**config.mk**
```make
export PLATFORM = sky130hd
export DESIGN_NAME = dmem_port_arbiter_flat
export DESIGN_NICKNAME = d
export VERILOG_FILES = /design/src/rtl/dmem_arb_pkg.sv /design/src/rtl/dmem_port_arbiter_if.sv /design/src/rtl/dmem_starve_ctr.sv /design/src/rtl/dmem_port_arbiter.sv /design/src/flat_wrapper.sv
export SDC_FILE = /design/constraint.sdc
export NUM_CORES = 1
export LEC_CHECK = 0
export ABC_AREA = 0
export CAP_MARGIN = 20
export CORE_MARGIN = 2
export CORE_UTILIZATION = 24
export CTS_CLUSTER_SIZE = 28
export DETAILED_ROUTE_END_ITERATION = 10
export GPL_ROUTABILITY_DRIVEN = 0
export PLACE_DENSITY = 0.93
export SYNTH_ARGS = -nofsm -noshare
export SYNTH_HDL_FRONTEND = slang
export SYNTH_SLANG_ARGS = --single-unit
```
**constraint.sdc**
```tcl
create_clock -name clk_i -period 2.2 [get_ports clk_i]
set_input_delay 0.44 -clock clk_i [delete_from_list [all_inputs] [get_ports clk_i]]
set_output_delay 0.44 -clock clk_i [all_outputs]
set_load 0.005 [all_outputs]
```
**src/rtl/dmem_arb_pkg.sv**
```systemverilog
// Shared types and constants for the data-memory port arbiter.
// Owner tags mark which requester a pending read belongs to.
package dmem_arb_pkg;

  typedef enum logic [0:0] {
    CPU_PRI   = 1'b0,
    DBG_FORCE = 1'b1
  } arb_state_e;

  localparam logic [1:0] TAG_CPU = 2'b10;
  localparam logic [1:0] TAG_DBG = 2'b01;
  localparam logic [1:0] TAG_NONE = 2'b00;

  localparam int unsigned MAX_WAIT_DEFAULT = 4;
  localparam int unsigned WAIT_CNT_W = 4;

endpackage

```
**src/rtl/dmem_port_arbiter_if.sv**
```systemverilog
// Bundle of the CPU, debug and DMem-side signals around the arbiter.
// slave = arbiter view; master = requesters plus the memory model.
interface dmem_port_arbiter_if #(
  parameter int unsigned AW = 16,
  parameter int unsigned DW = 16
);

  logic          cpu_en;
  logic          cpu_we;
  logic [AW-1:0] cpu_addr;
  logic [DW-1:0] cpu_wdata;
  logic          cpu_stall;
  logic [DW-1:0] cpu_rdata;
  logic          cpu_rvalid;

  logic          dbg_req;
  logic          dbg_we;
  logic [AW-1:0] dbg_addr;
  logic [DW-1:0] dbg_wdata;
  logic          dbg_gnt;
  logic [DW-1:0] dbg_rdata;
  logic          dbg_rvalid;

  logic          mem_en;
  logic          mem_we;
  logic [AW-1:0] mem_addr;
  logic [DW-1:0] mem_din;
  logic [DW-1:0] mem_dout;

  modport slave (
    input  cpu_en, cpu_we, cpu_addr, cpu_wdata,
    output cpu_stall, cpu_rdata, cpu_rvalid,
    input  dbg_req, dbg_we, dbg_addr, dbg_wdata,
    output dbg_gnt, dbg_rdata, dbg_rvalid,
    output mem_en, mem_we, mem_addr, mem_din,
    input  mem_dout
  );

  modport master (
    output cpu_en, cpu_we, cpu_addr, cpu_wdata,
    input  cpu_stall, cpu_rdata, cpu_rvalid,
    output dbg_req, dbg_we, dbg_addr, dbg_wdata,
    input  dbg_gnt, dbg_rdata, dbg_rvalid,
    input  mem_en, mem_we, mem_addr, mem_din,
    output mem_dout
  );

endinterface

```
**src/rtl/dmem_starve_ctr.sv**
```systemverilog
// Saturating count of consecutive blocked debug cycles; force_o is raised in
// the cycle that the count reaches MAX_WAIT so the next cycle is a debug slot.
module dmem_starve_ctr
  import dmem_arb_pkg::*;
#(
  parameter int unsigned MAX_WAIT = MAX_WAIT_DEFAULT
) (
  input  logic clk_i,
  input  logic reset_i,
  input  logic blocked_i,
  output logic force_o
);

  localparam logic [WAIT_CNT_W-1:0] MaxCnt = WAIT_CNT_W'(MAX_WAIT);
  localparam logic [WAIT_CNT_W-1:0] OneCnt = WAIT_CNT_W'(1);

  logic [WAIT_CNT_W-1:0] cnt_q, cnt_d;

  // Any cycle that is not a blocked debug request restarts the count.
  always_comb begin
    cnt_d = '0;
    if (blocked_i) begin
      cnt_d = (cnt_q == MaxCnt) ? cnt_q : cnt_q + OneCnt;
    end
  end

  assign force_o = blocked_i && (cnt_d == MaxCnt);

  always_ff @(posedge clk_i) begin
    if (reset_i) begin
      cnt_q <= '0;
    end else begin
      cnt_q <= cnt_d;
    end
  end

endmodule

```
**src/rtl/dmem_port_arbiter.sv**
```systemverilog
// Shares the single-port DMem between the CPU MEM stage (priority) and the
// debug port, with a starvation-forced debug slot and tagged read return.
module dmem_port_arbiter
  import dmem_arb_pkg::*;
#(
  parameter int unsigned AW       = 16,
  parameter int unsigned DW       = 16,
  parameter int unsigned MAX_WAIT = MAX_WAIT_DEFAULT
) (
  input  logic                clk_i,
  input  logic                reset_i,
  dmem_port_arbiter_if.slave  bus
);

  arb_state_e state_q, state_d;
  logic [1:0] rd_tag_q, rd_tag_d;

  logic cpu_gnt;
  logic dbg_gnt;
  logic cpu_stall;
  logic dbg_blocked;
  logic force_slot;

  logic          mem_en;
  logic          mem_we;
  logic [AW-1:0] mem_addr;
  logic [DW-1:0] mem_din;

  // Grants are suppressed for the whole reset cycle.
  always_comb begin
    cpu_gnt   = 1'b0;
    dbg_gnt   = 1'b0;
    cpu_stall = 1'b0;
    if (!reset_i) begin
      unique case (state_q)
        CPU_PRI: begin
          if (bus.cpu_en) begin
            cpu_gnt = 1'b1;
          end else if (bus.dbg_req) begin
            dbg_gnt = 1'b1;
          end
        end
        DBG_FORCE: begin
          dbg_gnt   = bus.dbg_req;
          cpu_stall = bus.cpu_en;
        end
        default: ;
      endcase
    end
  end

  assign dbg_blocked = !reset_i && (state_q == CPU_PRI) && bus.dbg_req && !dbg_gnt;

  dmem_starve_ctr #(
    .MAX_WAIT (MAX_WAIT)
  ) u_starve_ctr (
    .clk_i     (clk_i),
    .reset_i   (reset_i),
    .blocked_i (dbg_blocked),
    .force_o   (force_slot)
  );

  // The forced slot lasts exactly one cycle whether or not it gets used.
  always_comb begin
    state_d = state_q;
    unique case (state_q)
      CPU_PRI:   if (force_slot) state_d = DBG_FORCE;
      DBG_FORCE: state_d = CPU_PRI;
      default:   state_d = CPU_PRI;
    endcase
  end

  always_comb begin
    mem_en   = 1'b0;
    mem_we   = 1'b0;
    mem_addr = '0;
    mem_din  = '0;
    if (cpu_gnt) begin
      mem_en   = 1'b1;
      mem_we   = bus.cpu_we;
      mem_addr = bus.cpu_addr;
      mem_din  = bus.cpu_wdata;
    end else if (dbg_gnt) begin
      mem_en   = 1'b1;
      mem_we   = bus.dbg_we;
      mem_addr = bus.dbg_addr;
      mem_din  = bus.dbg_wdata;
    end
  end

  always_comb begin
    rd_tag_d = TAG_NONE;
    if (cpu_gnt && !bus.cpu_we) begin
      rd_tag_d = TAG_CPU;
    end else if (dbg_gnt && !bus.dbg_we) begin
      rd_tag_d = TAG_DBG;
    end
  end

  always_ff @(posedge clk_i) begin
    if (reset_i) begin
      state_q  <= CPU_PRI;
      rd_tag_q <= TAG_NONE;
    end else begin
      state_q  <= state_d;
      rd_tag_q <= rd_tag_d;
    end
  end

  assign bus.cpu_stall = cpu_stall;
  assign bus.dbg_gnt   = dbg_gnt;
  assign bus.mem_en    = mem_en;
  assign bus.mem_we    = mem_we;
  assign bus.mem_addr  = mem_addr;
  assign bus.mem_din   = mem_din;

  // Reset discards a read already in flight, including its return cycle.
  assign bus.cpu_rvalid = rd_tag_q[1] && !reset_i;
  assign bus.dbg_rvalid = rd_tag_q[0] && !reset_i;
  assign bus.cpu_rdata  = bus.cpu_rvalid ? bus.mem_dout : '0;
  assign bus.dbg_rdata  = bus.dbg_rvalid ? bus.mem_dout : '0;

endmodule

```
**src/flat_wrapper.sv**
```systemverilog
// flat-port wrapper written by rule: the top's interface ports become plain ports
module dmem_port_arbiter_flat import dmem_arb_pkg::*;
#(
  parameter int unsigned AW       = 16,
  parameter int unsigned DW       = 16,
  parameter int unsigned MAX_WAIT = MAX_WAIT_DEFAULT
)
  (clk_i, reset_i, bus_cpu_en, bus_cpu_we, bus_cpu_addr, bus_cpu_wdata, bus_cpu_stall, bus_cpu_rdata, bus_cpu_rvalid, bus_dbg_req, bus_dbg_we, bus_dbg_addr, bus_dbg_wdata, bus_dbg_gnt, bus_dbg_rdata, bus_dbg_rvalid, bus_mem_en, bus_mem_we, bus_mem_addr, bus_mem_din, bus_mem_dout);
  dmem_port_arbiter_if #(.AW(AW), .DW(DW)) bus_i ();
  input  logic clk_i;
  input  logic reset_i;
  input wire logic [$bits(bus_i.cpu_en)-1:0] bus_cpu_en;
  input wire logic [$bits(bus_i.cpu_we)-1:0] bus_cpu_we;
  input wire logic [$bits(bus_i.cpu_addr)-1:0] bus_cpu_addr;
  input wire logic [$bits(bus_i.cpu_wdata)-1:0] bus_cpu_wdata;
  output wire logic [$bits(bus_i.cpu_stall)-1:0] bus_cpu_stall;
  output wire logic [$bits(bus_i.cpu_rdata)-1:0] bus_cpu_rdata;
  output wire logic [$bits(bus_i.cpu_rvalid)-1:0] bus_cpu_rvalid;
  input wire logic [$bits(bus_i.dbg_req)-1:0] bus_dbg_req;
  input wire logic [$bits(bus_i.dbg_we)-1:0] bus_dbg_we;
  input wire logic [$bits(bus_i.dbg_addr)-1:0] bus_dbg_addr;
  input wire logic [$bits(bus_i.dbg_wdata)-1:0] bus_dbg_wdata;
  output wire logic [$bits(bus_i.dbg_gnt)-1:0] bus_dbg_gnt;
  output wire logic [$bits(bus_i.dbg_rdata)-1:0] bus_dbg_rdata;
  output wire logic [$bits(bus_i.dbg_rvalid)-1:0] bus_dbg_rvalid;
  output wire logic [$bits(bus_i.mem_en)-1:0] bus_mem_en;
  output wire logic [$bits(bus_i.mem_we)-1:0] bus_mem_we;
  output wire logic [$bits(bus_i.mem_addr)-1:0] bus_mem_addr;
  output wire logic [$bits(bus_i.mem_din)-1:0] bus_mem_din;
  input wire logic [$bits(bus_i.mem_dout)-1:0] bus_mem_dout;
  assign bus_i.cpu_en = bus_cpu_en;
  assign bus_i.cpu_we = bus_cpu_we;
  assign bus_i.cpu_addr = bus_cpu_addr;
  assign bus_i.cpu_wdata = bus_cpu_wdata;
  assign bus_cpu_stall = bus_i.cpu_stall;
  assign bus_cpu_rdata = bus_i.cpu_rdata;
  assign bus_cpu_rvalid = bus_i.cpu_rvalid;
  assign bus_i.dbg_req = bus_dbg_req;
  assign bus_i.dbg_we = bus_dbg_we;
  assign bus_i.dbg_addr = bus_dbg_addr;
  assign bus_i.dbg_wdata = bus_dbg_wdata;
  assign bus_dbg_gnt = bus_i.dbg_gnt;
  assign bus_dbg_rdata = bus_i.dbg_rdata;
  assign bus_dbg_rvalid = bus_i.dbg_rvalid;
  assign bus_mem_en = bus_i.mem_en;
  assign bus_mem_we = bus_i.mem_we;
  assign bus_mem_addr = bus_i.mem_addr;
  assign bus_mem_din = bus_i.mem_din;
  assign bus_i.mem_dout = bus_mem_dout;
  dmem_port_arbiter #(.AW(AW), .DW(DW), .MAX_WAIT(MAX_WAIT)) u_core (.clk_i(clk_i), .reset_i(reset_i), .bus(bus_i));
endmodule
```
==> flow_metrics.tcl <==
set metrics [dict create \
    num_vias 1545 \
    grt_first_pass_wirelength_mm 6.89 \
    n_antenna_cell 0 \
    yosys-top-cells-area "a22o_1 (30%), and2_1 (21%), dfxtp_1 (15%)" \
    clock_power_share_pct 27.0 \
    path_max_fanout 11 \
    use_met1_pct 22.0 \
    die_h_um 67.3 \
    synth_area_um2 961 \
    fmax_mhz 466 \
    synth_top_flop_cell "dfxtp_1" \
    async_flop_share_pct 0 \
    drtIter0Drc 54 \
    grt_use_total_pct 20.2 \
    yosysTopAreaCell "a22o_1" \
    met3_usage_pct 5.50 \
    grt_max_degree 34 \
    cts_sinks 7 \
    period_needed_ns 2.15 \
    finalSetupViolations 0 \
    power_switching_w 0.000157 \
    numCtsBuffers 3 \
    first_global_vias 1404 \
    firstDrtPassIters 6 \
    clkLatencyLatePin_ns 0.23 \
    path_cells "buf_2, nand2b_4, nor2_4, buf_12, buf_16, buf_4, a22o_1, dlygate4sd2_1" \
    ys.warnings.count 0 \
    cap_violations 0 \
    cp.required_ns 1.76 \
    p_seq_share_pct 19.7 \
    cts-hold-fix-buffers 0 \
    power_density_nw_per_um2 241 \
    synth-seq-area-share_pct 14.6 \
    fin_tns_setup_ns 0 \
    netlist.area_leader.share_pct 30.1 \
    min_path_type "input port to register" \
    tritoncts "done" \
    p_int_w 0.000511 \
    netlist_top_cells_count "a22o_1 (33), and2_1 (33), dfxtp_1 (7)" \
    power.leakage_nw 1.27 \
    grt-ovfl-total 0 \
    synth_edf_count 0 \
    dpl_worst_slack_ns -0.393 \
    clock-root-buffer "clkbuf_8" \
    cpMaxStageDelayCell "dlygate4sd2_1" \
    gr-max-usage-layer "met2" \
    wl_per_cell_um 15.2 \
    clock_skew_ns 0.00170 \
    htreeDepth 1 \
    endpoint_kind "primary output" \
    worstMarginPinSlew_ns 0.268 \
    via_per_inst 4.61 \
    hpwl_mm 3.88 \
    rows 22 \
    die_x_um 67.3 \
    wl_mm 5.08 \
    status "complete, no violations" \
    switching_share_pct 23.5 \
    dieArea_um2 4530 \
    ys_types 27 \
    final_util_pct 74.2 \
    layout-drive-gt1-share_pct 11.8 \
    slew_viol_final 0 \
    final_nets 376 \
    criticalPathCategory "input port to primary output" \
    syn_to_final_growth_pct 189 \
    arrival_ns 1.71 \
    whs_ns 0.524 \
    slew_headroom_pct 82.0 \
    syn_nets 204 \
    io_pins 156 \
    portBuffers 155 \
    drc_errors 0 \
    finalCritPeriodShare_pct 97.6 \
    fp.coreArea_um2 3740 \
    ys_seq_elements 7 \
    crit_family "buffers and inverters" \
    start_kind "input port" \
    irDropWorstVdd_uv 532 \
    avgSynthCellArea_um2 8.28 \
    setup_ws_ns 0.0533 \
    grt_setup_unrepaired "false" \
    synthCells 116 \
    start_util_pct 25.7 \
    max_stage_delay_ns 0.26 \
    grt_antenna_before_repair 0 \
    combinationalPowerShare_pct 53.3 \
    cp_num_buf_inv 5 \
    antenna_left 0 \
    grt_use_met2_pct 37.6 \
    cts_buffer_depth 2 \
    clkTransAtPathRegs_ns 0.04 \
    hold_viol 0 \
]
[cell families (layout without fill, tap and decap cells)]
| group | count (synthesis) | in the layout | synth area share (%) |
|---|---|---|---|
| AOI/OAI and AO/OA | 38 | 38 | 33.3 |
| and+or+nand+nor | 58 | 58 | 39.6 |
| buffers and inverters | 10 | 181 | 8.85 |
| adders and majority gates | 2 | 2 | 2.60 |
| DFF | 7 | 7 | 14.6 |
| muxes | 1 | 1 | 1.04 |
[timing repair]
action,4_1_cts,5_1_grt
pin swaps,1,2
gates resized for setup,45,4
cloned,2,1
endpoints found under the setup margin,70,7
buffers inserted,8,3
[per-stage QoR]
stage / area [um2] / total power (W) / instances
after floorplan: 961 / 0.000222 / 116
after CTS: 2720 / 0.000661 / 331
after global placement: 2590 / 0.000478 / 317
final: 2780 / 0.000668 / 335
after global routing: 2780 / 0.000712 / 335
after detailed placement: 2590 / 0.000484 / 317
[state kept, by name, indices dropped and copies added (netlist names)]
signal                     count
u_core.u_starve_ctr.cnt_q      4
u_core.rd_tag_q                2
u_core.state_q                 1
[worst paths after layout]
path,start,end,slack [ns],depth (start not counted)
worst max-delay path,reset_i,bus_mem_addr[3],0.05,8
worst min-delay path,bus_cpu_en,u_core.rd_tag_q[1],0.52,3
worst max register to register,u_core.u_starve_ctr.cnt_q[0],u_core.state_q,0.82,5
worst min register to register,u_core.u_starve_ctr.cnt_q[3],u_core.u_starve_ctr.cnt_q[3],0.57,2
[power by group through the flow]
stage | sequential, W | combinational, W | clock, W
2_1_floorplan | 0.000133 | 0.0000891 | 0
3_3_place_gp | 0.000133 | 0.000345 | 0
3_5_place_dp | 0.000133 | 0.000350 | 0
4_1_cts | 0.000131 | 0.000346 | 0.000183
5_1_grt | 0.000131 | 0.000382 | 0.000199
6_report | 0.000131 | 0.000356 | 0.000181
[placed cells by master (no fill, tap or decap), drive strengths merged]
master         count
clkdlybuf4s50    119
and2              33
a22o              33
dlygate4sd2       31
buf               21
dfxtp              7
nor2               6
clkbuf             5
o21ai              3
nand2b             3
inv                2
and2b              2
nand2              2
or2                2
nand3              2
nor3               2
ha                 2
dlymetal6s2s       2
nor2b              2
mux2i              1
and4bb             1
a21o               1
and3               1
nand4              1
nand3b             1
a311oi             1
clkdlybuf4s15      1
[worst min-delay path: cells and delay by family]
| family | cells | cell delay, ns |
|---|---|---|
| buf+inv | 1 | 0.13 |
| simple gates | 2 | 0.13 |
[layout make-up]
type                            instances  area, um2
Clock buffer                            4       45.0
Fill cell                             310        965
Inverter                                2       7.51
Multi-Input combinational cell         99        741
Sequential cell                         7        140
Tap cell                               48       60.1
Timing Repair Buffer                  175       1790
[routing by layer]
| metal | share of wire (%) | vias to the layer above |
|---|---|---|
| li1 | - | 770 |
| met3 | 10 | 10 |
| met4 | 1.9 | 0 |
| met1 | 36 | 673 |
| met5 | 0 | - |
| met2 | 52 | 92 |
No activity file was read; power rests on OpenSTA's default activity.
